$ cat src/rtl/fp16_mul_pkg.sv
// Shared types, constants and fp16 field classifiers for the fp16 multiplier scheduler.
package fp16_mul_pkg;

  typedef enum logic [1:0] {
    IDLE  = 2'd0,
    ISSUE = 2'd1,
    RESP  = 2'd2
  } state_e;

  localparam logic [15:0] FP16_QNAN    = 16'h7E00;
  localparam logic [4:0]  FP16_EXP_MAX = 5'h1F;

  function automatic logic fp16_is_nan(input logic [15:0] x);
    return (x[14:10] == FP16_EXP_MAX) && (x[9:0] != 10'h000);
  endfunction

  function automatic logic fp16_is_inf(input logic [15:0] x);
    return (x[14:10] == FP16_EXP_MAX) && (x[9:0] == 10'h000);
  endfunction

  // Subnormals are treated as zero: any operand with a zero exponent flushes.
  function automatic logic fp16_is_zero_or_sub(input logic [15:0] x);
    return (x[14:10] == 5'h00);
  endfunction

endpackage

$ cat src/rtl/fp16_special_case.sv
// Combinational resolver for fp16 operand pairs that never need the multiplier datapath.
module fp16_special_case
  import fp16_mul_pkg::*;
(
  input  logic [15:0] a_i,
  input  logic [15:0] b_i,
  output logic        is_special_o,
  output logic [15:0] special_result_o
);

  logic sign;
  logic a_nan, b_nan, a_inf, b_inf, a_zero, b_zero;

  assign sign   = a_i[15] ^ b_i[15];
  assign a_nan  = fp16_is_nan(a_i);
  assign b_nan  = fp16_is_nan(b_i);
  assign a_inf  = fp16_is_inf(a_i);
  assign b_inf  = fp16_is_inf(b_i);
  assign a_zero = fp16_is_zero_or_sub(a_i);
  assign b_zero = fp16_is_zero_or_sub(b_i);

  // Priority order matters: Inf x 0 must produce NaN before the Inf rule fires.
  always_comb begin
    is_special_o     = 1'b1;
    special_result_o = FP16_QNAN;
    if (a_nan || b_nan) begin
      special_result_o = FP16_QNAN;
    end else if ((a_inf && b_zero) || (b_inf && a_zero)) begin
      special_result_o = FP16_QNAN;
    end else if (a_inf || b_inf) begin
      special_result_o = {sign, FP16_EXP_MAX, 10'h000};
    end else if (a_zero || b_zero) begin
      special_result_o = {sign, 15'h0000};
    end else begin
      is_special_o     = 1'b0;
      special_result_o = 16'h0000;
    end
  end

endmodule

$ cat src/rtl/fp16_mul_sched.sv
// Two-requester round-robin scheduler for the shared fp16 multiplier; one operation in flight.
// Optional completion counters (stat_cnt0/stat_cnt1) are built when FP16_MUL_SCHED_STATS_EN is defined.
module fp16_mul_sched
  import fp16_mul_pkg::*;
#(
  parameter int unsigned MUL_LAT = 1
) (
  input  logic        clk,
  input  logic        rst_n,
  input  logic        req0_valid,
  output logic        req0_ready,
  input  logic [15:0] req0_a,
  input  logic [15:0] req0_b,
  output logic        resp0_valid,
  input  logic        resp0_ready,
  output logic [15:0] resp0_result,
  input  logic        req1_valid,
  output logic        req1_ready,
  input  logic [15:0] req1_a,
  input  logic [15:0] req1_b,
  output logic        resp1_valid,
  input  logic        resp1_ready,
  output logic [15:0] resp1_result,
  output logic [15:0] mul_na,
  output logic [15:0] mul_nb,
  input  logic [15:0] mul_product
`ifdef FP16_MUL_SCHED_STATS_EN
  ,
  output logic [15:0] stat_cnt0,
  output logic [15:0] stat_cnt1
`endif
);

  localparam logic [2:0] LAT = 3'(MUL_LAT);

  state_e      state_q, state_d;
  logic        rr_q, rr_d;
  logic        id_q, id_d;
  logic [15:0] a_q, a_d;
  logic [15:0] b_q, b_d;
  logic [15:0] result_q, result_d;
  logic [2:0]  cnt_q, cnt_d;

  logic        gnt0, gnt1;
  logic [15:0] sel_a, sel_b;
  logic        is_special;
  logic [15:0] special_result;
  logic        resp_fire;

  // Requester 0 wins unless requester 1 also asks and holds the rr pointer.
  assign gnt0  = (state_q == IDLE) && req0_valid && (!req1_valid || !rr_q);
  assign gnt1  = (state_q == IDLE) && req1_valid && (!req0_valid ||  rr_q);
  assign sel_a = gnt1 ? req1_a : req0_a;
  assign sel_b = gnt1 ? req1_b : req0_b;

  assign resp_fire = (state_q == RESP) && (id_q ? resp1_ready : resp0_ready);

  fp16_special_case u_special (
    .a_i              (sel_a),
    .b_i              (sel_b),
    .is_special_o     (is_special),
    .special_result_o (special_result)
  );

  always_ff @(posedge clk) begin
    // NOTE: state is updated with non-blocking assignments so every register samples pre-edge values.
    if (!rst_n) begin
      state_q  <= IDLE;
      rr_q     <= 1'b0;
      id_q     <= 1'b0;
      a_q      <= 16'h0000;
      b_q      <= 16'h0000;
      result_q <= 16'h0000;
      cnt_q    <= 3'd0;
    end else begin
      state_q  <= state_d;
      rr_q     <= rr_d;
      id_q     <= id_d;
      a_q      <= a_d;
      b_q      <= b_d;
      result_q <= result_d;
      cnt_q    <= cnt_d;
    end
  end

  always_comb begin
    // NOTE: every _d starts from its register so no branch can leave a latch behind.
    state_d  = state_q;
    rr_d     = rr_q;
    id_d     = id_q;
    a_d      = a_q;
    b_d      = b_q;
    result_d = result_q;
    cnt_d    = cnt_q;
    case (state_q)
      IDLE: begin
        if (gnt0 || gnt1) begin
          id_d = gnt1;
          rr_d = ~gnt1;
          a_d  = sel_a;
          b_d  = sel_b;
          if (is_special) begin
            result_d = special_result;
            state_d  = RESP;
          end else begin
            cnt_d   = 3'd0;
            state_d = ISSUE;
          end
        end
      end
      ISSUE: begin
        cnt_d = cnt_q + 3'd1;
        if (cnt_q == LAT) begin
          result_d = mul_product;
          state_d  = RESP;
        end
      end
      RESP: begin
        if (resp_fire) begin
          state_d = IDLE;
        end
      end
      default: state_d = IDLE;
    endcase
  end

  always_comb begin
    req0_ready   = gnt0;
    req1_ready   = gnt1;
    resp0_valid  = (state_q == RESP) && !id_q;
    resp1_valid  = (state_q == RESP) &&  id_q;
    resp0_result = result_q;
    resp1_result = result_q;
    mul_na       = 16'h0000;
    mul_nb       = 16'h0000;
    if (state_q == ISSUE) begin
      mul_na = a_q;
      mul_nb = b_q;
    end
  end

`ifdef FP16_MUL_SCHED_STATS_EN
  logic [15:0] stat0_q, stat0_d;
  logic [15:0] stat1_q, stat1_d;

  always_comb begin
    stat0_d = stat0_q;
    stat1_d = stat1_q;
    if (resp0_valid && resp0_ready && (stat0_q != 16'hFFFF)) stat0_d = stat0_q + 16'd1;
    if (resp1_valid && resp1_ready && (stat1_q != 16'hFFFF)) stat1_d = stat1_q + 16'd1;
  end

  always_ff @(posedge clk) begin
    if (!rst_n) begin
      stat0_q <= 16'h0000;
      stat1_q <= 16'h0000;
    end else begin
      stat0_q <= stat0_d;
      stat1_q <= stat1_d;
    end
  end

  assign stat_cnt0 = stat0_q;
  assign stat_cnt1 = stat1_q;
`endif

endmodule

$ cat config.mk
export PLATFORM = sky130hd
export DESIGN_NAME = fp16_mul_sched
export DESIGN_NICKNAME = d
export VERILOG_FILES = /design/src/rtl/fp16_mul_pkg.sv /design/src/rtl/fp16_special_case.sv /design/src/rtl/fp16_mul_sched.sv
export SDC_FILE = /design/constraint.sdc
export NUM_CORES = 1
export LEC_CHECK = 0
export ABC_AREA = 0
export CELL_PAD_IN_SITES_DETAIL_PLACEMENT = 1
export CELL_PAD_IN_SITES_GLOBAL_PLACEMENT = 1
export CORE_ASPECT_RATIO = 0.5
export CORE_UTILIZATION = 25
export DETAILED_ROUTE_END_ITERATION = 12
export MAX_ROUTING_LAYER = met4
export PLACE_DENSITY_LB_ADDON = 0.1
export SKIP_CTS_REPAIR_TIMING = 1
export SLEW_MARGIN = 20
export SYNTH_ARGS = -nofsm -noshare
export SYNTH_HDL_FRONTEND = slang
export SYNTH_SLANG_ARGS = --single-unit
export TNS_END_PERCENT = 20
$ cat constraint.sdc
create_clock -name clk -period 2.1 [get_ports clk]
set_input_delay 0.42 -clock clk [delete_from_list [all_inputs] [get_ports clk]]
set_output_delay 0.42 -clock clk [all_outputs]
set_load 0.02 [all_outputs]
== Yosys cells after proc, flatten, opt, wreduce, memory -nomap -nowiden ==
Index checks and enable logic that the tools add are counted.
Storage, ports and cells
  ROM bits: 0
  output and inout port bits: 68
  RAM bits: 0
  memories kept: 0
  register bits after elaboration: 55
  latch bits: 0
  word-level logic and storage cells: 81
Cells by class
  multipliers: 0
  shift operators: 0
  div/mod/pow operators: 0
  muxes and demuxes: 25
  reduce and logical (&&, ||, !) cells: 36
  eq/ne operators: 10
  add/subtract/negate cells: 1
  order comparisons: 0
  bitwise logic cells: 2
Operators with widths (count)
  2-to-1 mux 16 bit: 11
  case mux 16 bit (2 select lines): 1
  logical NOT 10 bit: 2
  nonzero test 10 bit: 2
  logical AND 1 bit: 13
  equality test 5 bit (second input constant): 2
  logical NOT 5 bit: 2
  2-to-1 mux 2 bit: 4
  inequality test 2 bit (second input constant): 4
  logical OR 1 bit: 7
  2-to-1 mux 3 bit: 2
  case mux 2 bit (3 select lines): 1
  case mux 3 bit (2 select lines): 1
  AND reduction 3 bit: 2
  2-to-1 mux 1 bit: 5
  logical NOT 1 bit: 4
  AND reduction 4 bit: 1
  adder 3 x 1 -> 3 bit (second input constant): 1
  equality test 3 x 1 -> 1 bit (second input constant): 1
  equality test 2 x 1 -> 1 bit (second input constant): 1
  equality test 2 bit (second input constant): 1
  logical NOT 2 bit: 1
  inequality test 2 x 1 -> 1 bit (second input constant): 1
  AND reduction 2 bit: 1
  3 further kinds: 3

== Logic depth before layout (Yosys ltp) ==
Gate-level depths: netlist of run 1.
  depth after elaboration: 13
  depth in mapped cells: 9

== Hierarchy ==
From an unflattened synthesis of run 1, not the netlist that was laid out.
Unflattened totals
  cells, all modules: 436
  area, all modules: 3597.2 sq um
Modules (own cells, without submodules)
  fp16_mul_sched: instances 1, cells an instance 399, area an instance 3337.0 sq um
  fp16_special_case: instances 1, cells an instance 37, area an instance 260.2 sq um

== Worst setup path before layout of run 1 ==
OpenSTA, ideal clock, no wires.
  path kind: input to register
  from: in req1_valid
  to: reg cnt_q[2]
  setup time: 126 ps
  data arrival time: 2116 ps
  buffers on the path: 0
  cell stages on the path: 6
  path slack: -143 ps
  cells stage by stage: or3b_4 > or2_4 > o32a_4 > or3_4 > a21oi_2 > o32ai_1
Between the ends
  word-level cells in the longest chain between the ends: 11
  elaborated cells between the ends (all ways): 33
  classes of those cells: eq/ne (4); mux (6); reduce/logical (23)
RTL lines
  start, declared: RTL line fp16_mul_sched.sv:17  | input logic req1_valid,
  logical AND 1 bit (2 in a row): RTL line fp16_mul_sched.sv:52  | assign gnt1 = (state_q == IDLE) && req1_valid && (!req0_valid || rr_q);
  2-to-1 mux 16 bit (on tied branches): RTL line fp16_mul_sched.sv:53, fp16_mul_sched.sv:54
  logical NOT 5 bit, or another cell as far along: RTL line fp16_mul_pkg.sv:23  | return (x[14:10] == 5'h00);
  logical OR 1 bit or logical AND 1 bit (tied branches): RTL line fp16_special_case.sv:32, fp16_mul_pkg.sv:18
  2-to-1 mux 1 bit, or another cell as far along: RTL line fp16_special_case.sv:32  | end else if (a_zero || b_zero) begin
  2-to-1 mux 1 bit or logical OR 1 bit (tied branches): RTL line fp16_special_case.sv:30, fp16_special_case.sv:28
  2-to-1 mux 1 bit: RTL line fp16_special_case.sv:28  | end else if ((a_inf && b_zero) || (b_inf && a_zero)) begin
  2-to-1 mux 1 bit: RTL line fp16_special_case.sv:26  | if (a_nan || b_nan) begin
  inequality test 2 bit (no source line)
  AND reduction 3 bit (no source line) *
  end signal, assigned: RTL line fp16_mul_sched.sv:82  | cnt_q <= cnt_d;
  end, declared: RTL line fp16_mul_sched.sv:42  | logic [2:0] cnt_q, cnt_d;
Mark *: on every way between the ends. The rest lies on a longest branch, timed or not.
A chain may end at the register's enable or synchronous reset.

== Worst setup path after layout of run 1 ==
  from: reg state_q[1]
  to: reg cnt_q[2]
Between the ends
  word-level cells in the longest chain between the ends: 12
  elaborated cells between the ends (all ways): 36
  classes of those cells: eq/ne (5); mux (7); reduce/logical (24)
RTL lines
  start, declared: RTL line fp16_mul_sched.sv:36  | state_e state_q, state_d;
  start signal, assigned: RTL line fp16_mul_sched.sv:76  | state_q <= state_d;
  logical NOT 2 bit: RTL line fp16_mul_sched.sv:51, fp16_mul_sched.sv:52, fp16_mul_sched.sv:95
  logical AND 1 bit (2 in a row): RTL line fp16_mul_sched.sv:52
  2-to-1 mux 16 bit (on tied branches): RTL line fp16_mul_sched.sv:53, fp16_mul_sched.sv:54
  logical NOT 5 bit, or another cell as far along: RTL line fp16_mul_pkg.sv:23
  logical OR 1 bit or logical AND 1 bit (tied branches): RTL line fp16_special_case.sv:32, fp16_mul_pkg.sv:18
  2-to-1 mux 1 bit, or another cell as far along: RTL line fp16_special_case.sv:32
  2-to-1 mux 1 bit or logical OR 1 bit (tied branches): RTL line fp16_special_case.sv:30, fp16_special_case.sv:28
  2-to-1 mux 1 bit: RTL line fp16_special_case.sv:28
  2-to-1 mux 1 bit: RTL line fp16_special_case.sv:26
  inequality test 2 bit (no source line)
  AND reduction 3 bit (no source line)
Several ways; a longest one is shown, not always the timed one.

==> results, run 1 <==
- The height of the die is 80.4 um.
- Setup repair after global routing could not meet its margin everywhere.
- The count of buffers from port buffering is 153.
- In the synthesized netlist, the number of instances is 407.
- The region available for standard cell placement spans 11900 um^2.
- The post-layout worst setup margin is -0.161 ns.
- The CTS tree is done.
- The internal cell power is 3390 uW.
- In this run the mean area of a mapped cell was 7.56 um^2.
- The number of detailed-route iterations in the first pass is 4.
- Yosys mapped the design onto 47 distinct sky130hd cell types.
- The layout overhead on the synthesized area is 88.2%.
- For this design the static power due to leakage is 0.00304 uW.
- Per report_power, the combinational group accounts for 58.4% of the total.
- The via count of the first global-routing pass is 3630.
- After synthesis the netlist holds a flip-flop and latch count of 55.
- The tool flagged a number of max-cap violations equal to 0.
- The placer congestion estimate is 0.809.
- The chip width is 159 um.
- The first global-routing pass estimated 18500 um of wire.
- In this run the tightest slew margin relative to its limit is 72.0%.
- The remaining global-route overflow is 0.
- The later pin in the worst-skew pair is clocked with a latency of 0.29 ns.
- The final reports fail on setup timing.
- Setup violations remaining at the end of the flow were counted as 19.
- The number of endpoints with negative hold slack in the final report is 0.
- The residual antenna-violating net count after detailed routing is 0.
- In the finished design, the share of the clock period the worst path needs comes to 108%.
- The area of all placed cells without fillers is 5790 um^2.
- The worst clock skew on the final layout is 0.00627 ns.
- The path type of the worst min-delay path is input port to flip-flop.
- Across the VDD grid, the largest voltage drop is 505 uV.
- Net switching is 41.8% of the power.
- Using the TritonRoute via totals, the vias-per-cell ratio works out to 4.70.
- The I/O pin count is 154.
- The half-perimeter wire length after detailed placement is 8710 um.
- The cell area that synthesis handed to floorplanning was 3080 um^2.
- The CTS buffer count is 5.
- The critical path is of the flip-flop to flip-flop type.
- Counting flops with an async set or reset pin after synthesis yields a share of 0%.
- The analysis attributes to net switching a power of 2440 uW.
- The placement row count is 28.
- Entering global routing, the biggest net connects 49 pins.
- The sequential fraction of the synthesis area is 35.8%.
- In this run the power density over the cells is 1010 nW/um^2.
- The initial antenna violation count is 3.
- The tightest hold path in the finished design has a slack of 0.446 ns.
- The maximum clock path buffer count is 2.
- The number of remaining DRC errors is 0.
- The flow ran to the end, but the final reports show violations.
- The required time of the worst setup path is 2.27 ns.
- The library cell used most frequently in the layout, excluding fill and tap cells, is clkdlybuf4s50_1.
- The worst setup path is launched from a flip-flop.
- Clock tree synthesis selected as its root buffer the cell clkbuf_16.
- The die covers 12800 um^2.
- CTS saw 55 sinks.
- The area after detailed placement is 5140 um^2.
- At the worst endpoint, the arrival time is 2.43 ns.
- The total of warnings raised by yosys is 0.
- The number of nets in the synthesized netlist is 495.
- At the pin with the least slew margin, the transition time is 0.416 ns.
- The detail-routed net length per standard cell is 15.9 um.
- The critical path capture point type is a flip-flop.
- In this run the register-to-register setup slack is -0.16 ns.
- Of all nets on the critical path, the largest fanout is 4.
- The part of the total power dissipated in the clock network is 14.5%.
- In the layout the commonest cells are clkdlybuf4s50_1, nand2_1, buf_4.
- Detailed routing inserted a total of 3630 vias.
- The portion of total power attributed to sequential cells is 27.1%.
- Counting flops with a built-in enable in the synthesized netlist gives 0.
- For this block, the initial DRC count from the detailed router was 101.
- The top achievable clock speed is 442 MHz.
- The deepest level of the CTS H-tree is 2.
- The most instantiated flip-flop cell in the synthesis netlist is dfxtp_1.
- Summed over all layers, the routed wires come to 12300 um.
- The final critical path time including I/O delays and setup is 2.26 ns.
- The number of slew-limit violations in the final report was 0.
- After clock tree synthesis, the clock-pin slew on the worst setup and hold paths is 0.08 ns.
- The fraction of final layout cells with drive strength greater than 1 is 23.5%.
- The initial utilization of the core area, before any placement, comes to 25.8%.
- Across every metal layer, demand over resource in global routing totals 18.7%.
- The final layout contains 692 nets.
[through the flow]
step	util [%]	worst slack [ns]	setup TNS [ns]	cells	power [uW]
final	48.6	-0.161	-1.43	773	5830
after global routing	48.6	-0.204	-2.76	773	6240
after CTS	44.3	-0.630	-20.06	762	5660
after detailed placement	43.2	-0.646	-26.75	754	4790
after global placement	43.2	-0.602	-25.20	754	4750
after floorplan	-	-0.0729	-0.785	407	3450
[worst paths after layout]
path | start | to | cells past startpoint
setup / recovery | state_q[1]$_SDFFE_PN0P_ | cnt_q[2]$_SDFFE_PN0P_ | 7
hold / removal | req1_a[13] | a_q[13]$_SDFFE_PN0P_ | 3
hold reg to reg | resp0_result[6]$_SDFFE_PN0P_ | resp0_result[6]$_SDFFE_PN0P_ | 2
setup reg to reg | state_q[1]$_SDFFE_PN0P_ | cnt_q[2]$_SDFFE_PN0P_ | 7
[layer usage]
| layer | vias up | GRT usage (%) | part of all wire (%) |
|---|---|---|---|
| li1 | 1815 | - | - |
| met1 | 1718 | 23.3 | 46 |
| met2 | 90 | 31.8 | 48 |
| met3 | 7 | 4.75 | 5.3 |
| met4 | 0 | 2.02 | 0.79 |
| met5 | - | - | 0 |
[critical path, cell delays in order (launching register included)]
cell and delay, ns:
dfxtp_2 0.33, or3b_4 0.39, or2_4 0.26, o32a_4 0.39, buf_6 0.13, or3_4 0.34, a21oi_4 0.18, o32ai_1 0.11
[cell families after synthesis]
group / after synthesis / synth area share [%]
AND/OR/NAND/NOR: 213 / 32.1
AO/OA/AOI/OAI: 83 / 21.4
flip-flops: 55 / 35.8
buffers and inverters: 51 / 9.03
XOR/XNOR: 2 / 0.569
adder cells (fa/ha/maj): 2 / 0.813
multiplexers: 1 / 0.325
[cell usage after synthesis, types with 3 or more instances]
library cell   n  area, um^2
a211oi_1       6        45.0
a21oi_1       18        90.1
a311oi_1      32         280
and2_1        33         206
and3_1         5        31.3
buf_1          4        15.0
buf_4         17         128
buf_6          3        33.8
clkbuf_1      19        71.3
dfxtp_1       55        1100
inv_1          6        22.5
nand2_1       84         315
nand3_1       16        80.1
nor2_1        55         206
nor4_1         8        50.1
o21ai_0        3        15.0
o22ai_1        3        18.8
o32ai_1        3        26.3
or4_1          5        37.5
[sequential cells by signal (all words and copies together) (netlist names)]
name	flops
a_q	16
b_q	16
cnt_q	3
id_q	1
resp0_result	16
rr_q	1
state_q	2
[cell type report]
cell class	instances	area [um^2]
tap	165	206
multi-input combinational	301	1950
clock inverter	3	15.0
clock buffer	5	125
fill	1419	6120
sequential	55	1100
inverter	8	30.0
timing repair buffer	233	2350
antenna	3	7.51
[power by group through the flow]
stage / sequential [uW] / combinational [uW] / clock, uW
final: 1580 / 3410 / 843
after detailed placement: 1600 / 3190 / 0
after CTS: 1580 / 3210 / 872
after global placement: 1590 / 3170 / 0
after floorplan: 1630 / 1820 / 0
after global routing: 1630 / 3710 / 903
(Power assumes the default switching activity.)
==> run 2: changes to the inputs <==
RECOVER_POWER = 25   (was not set)
==> results of run 2 <==
Final layout, timing and power as in run 1 (identical DEF).
==> run 3: changes to the inputs <==
SLEW_MARGIN = 40   (was 20)
==> results of run 3 <==
Final layout, timing and power as in run 1 (identical DEF).
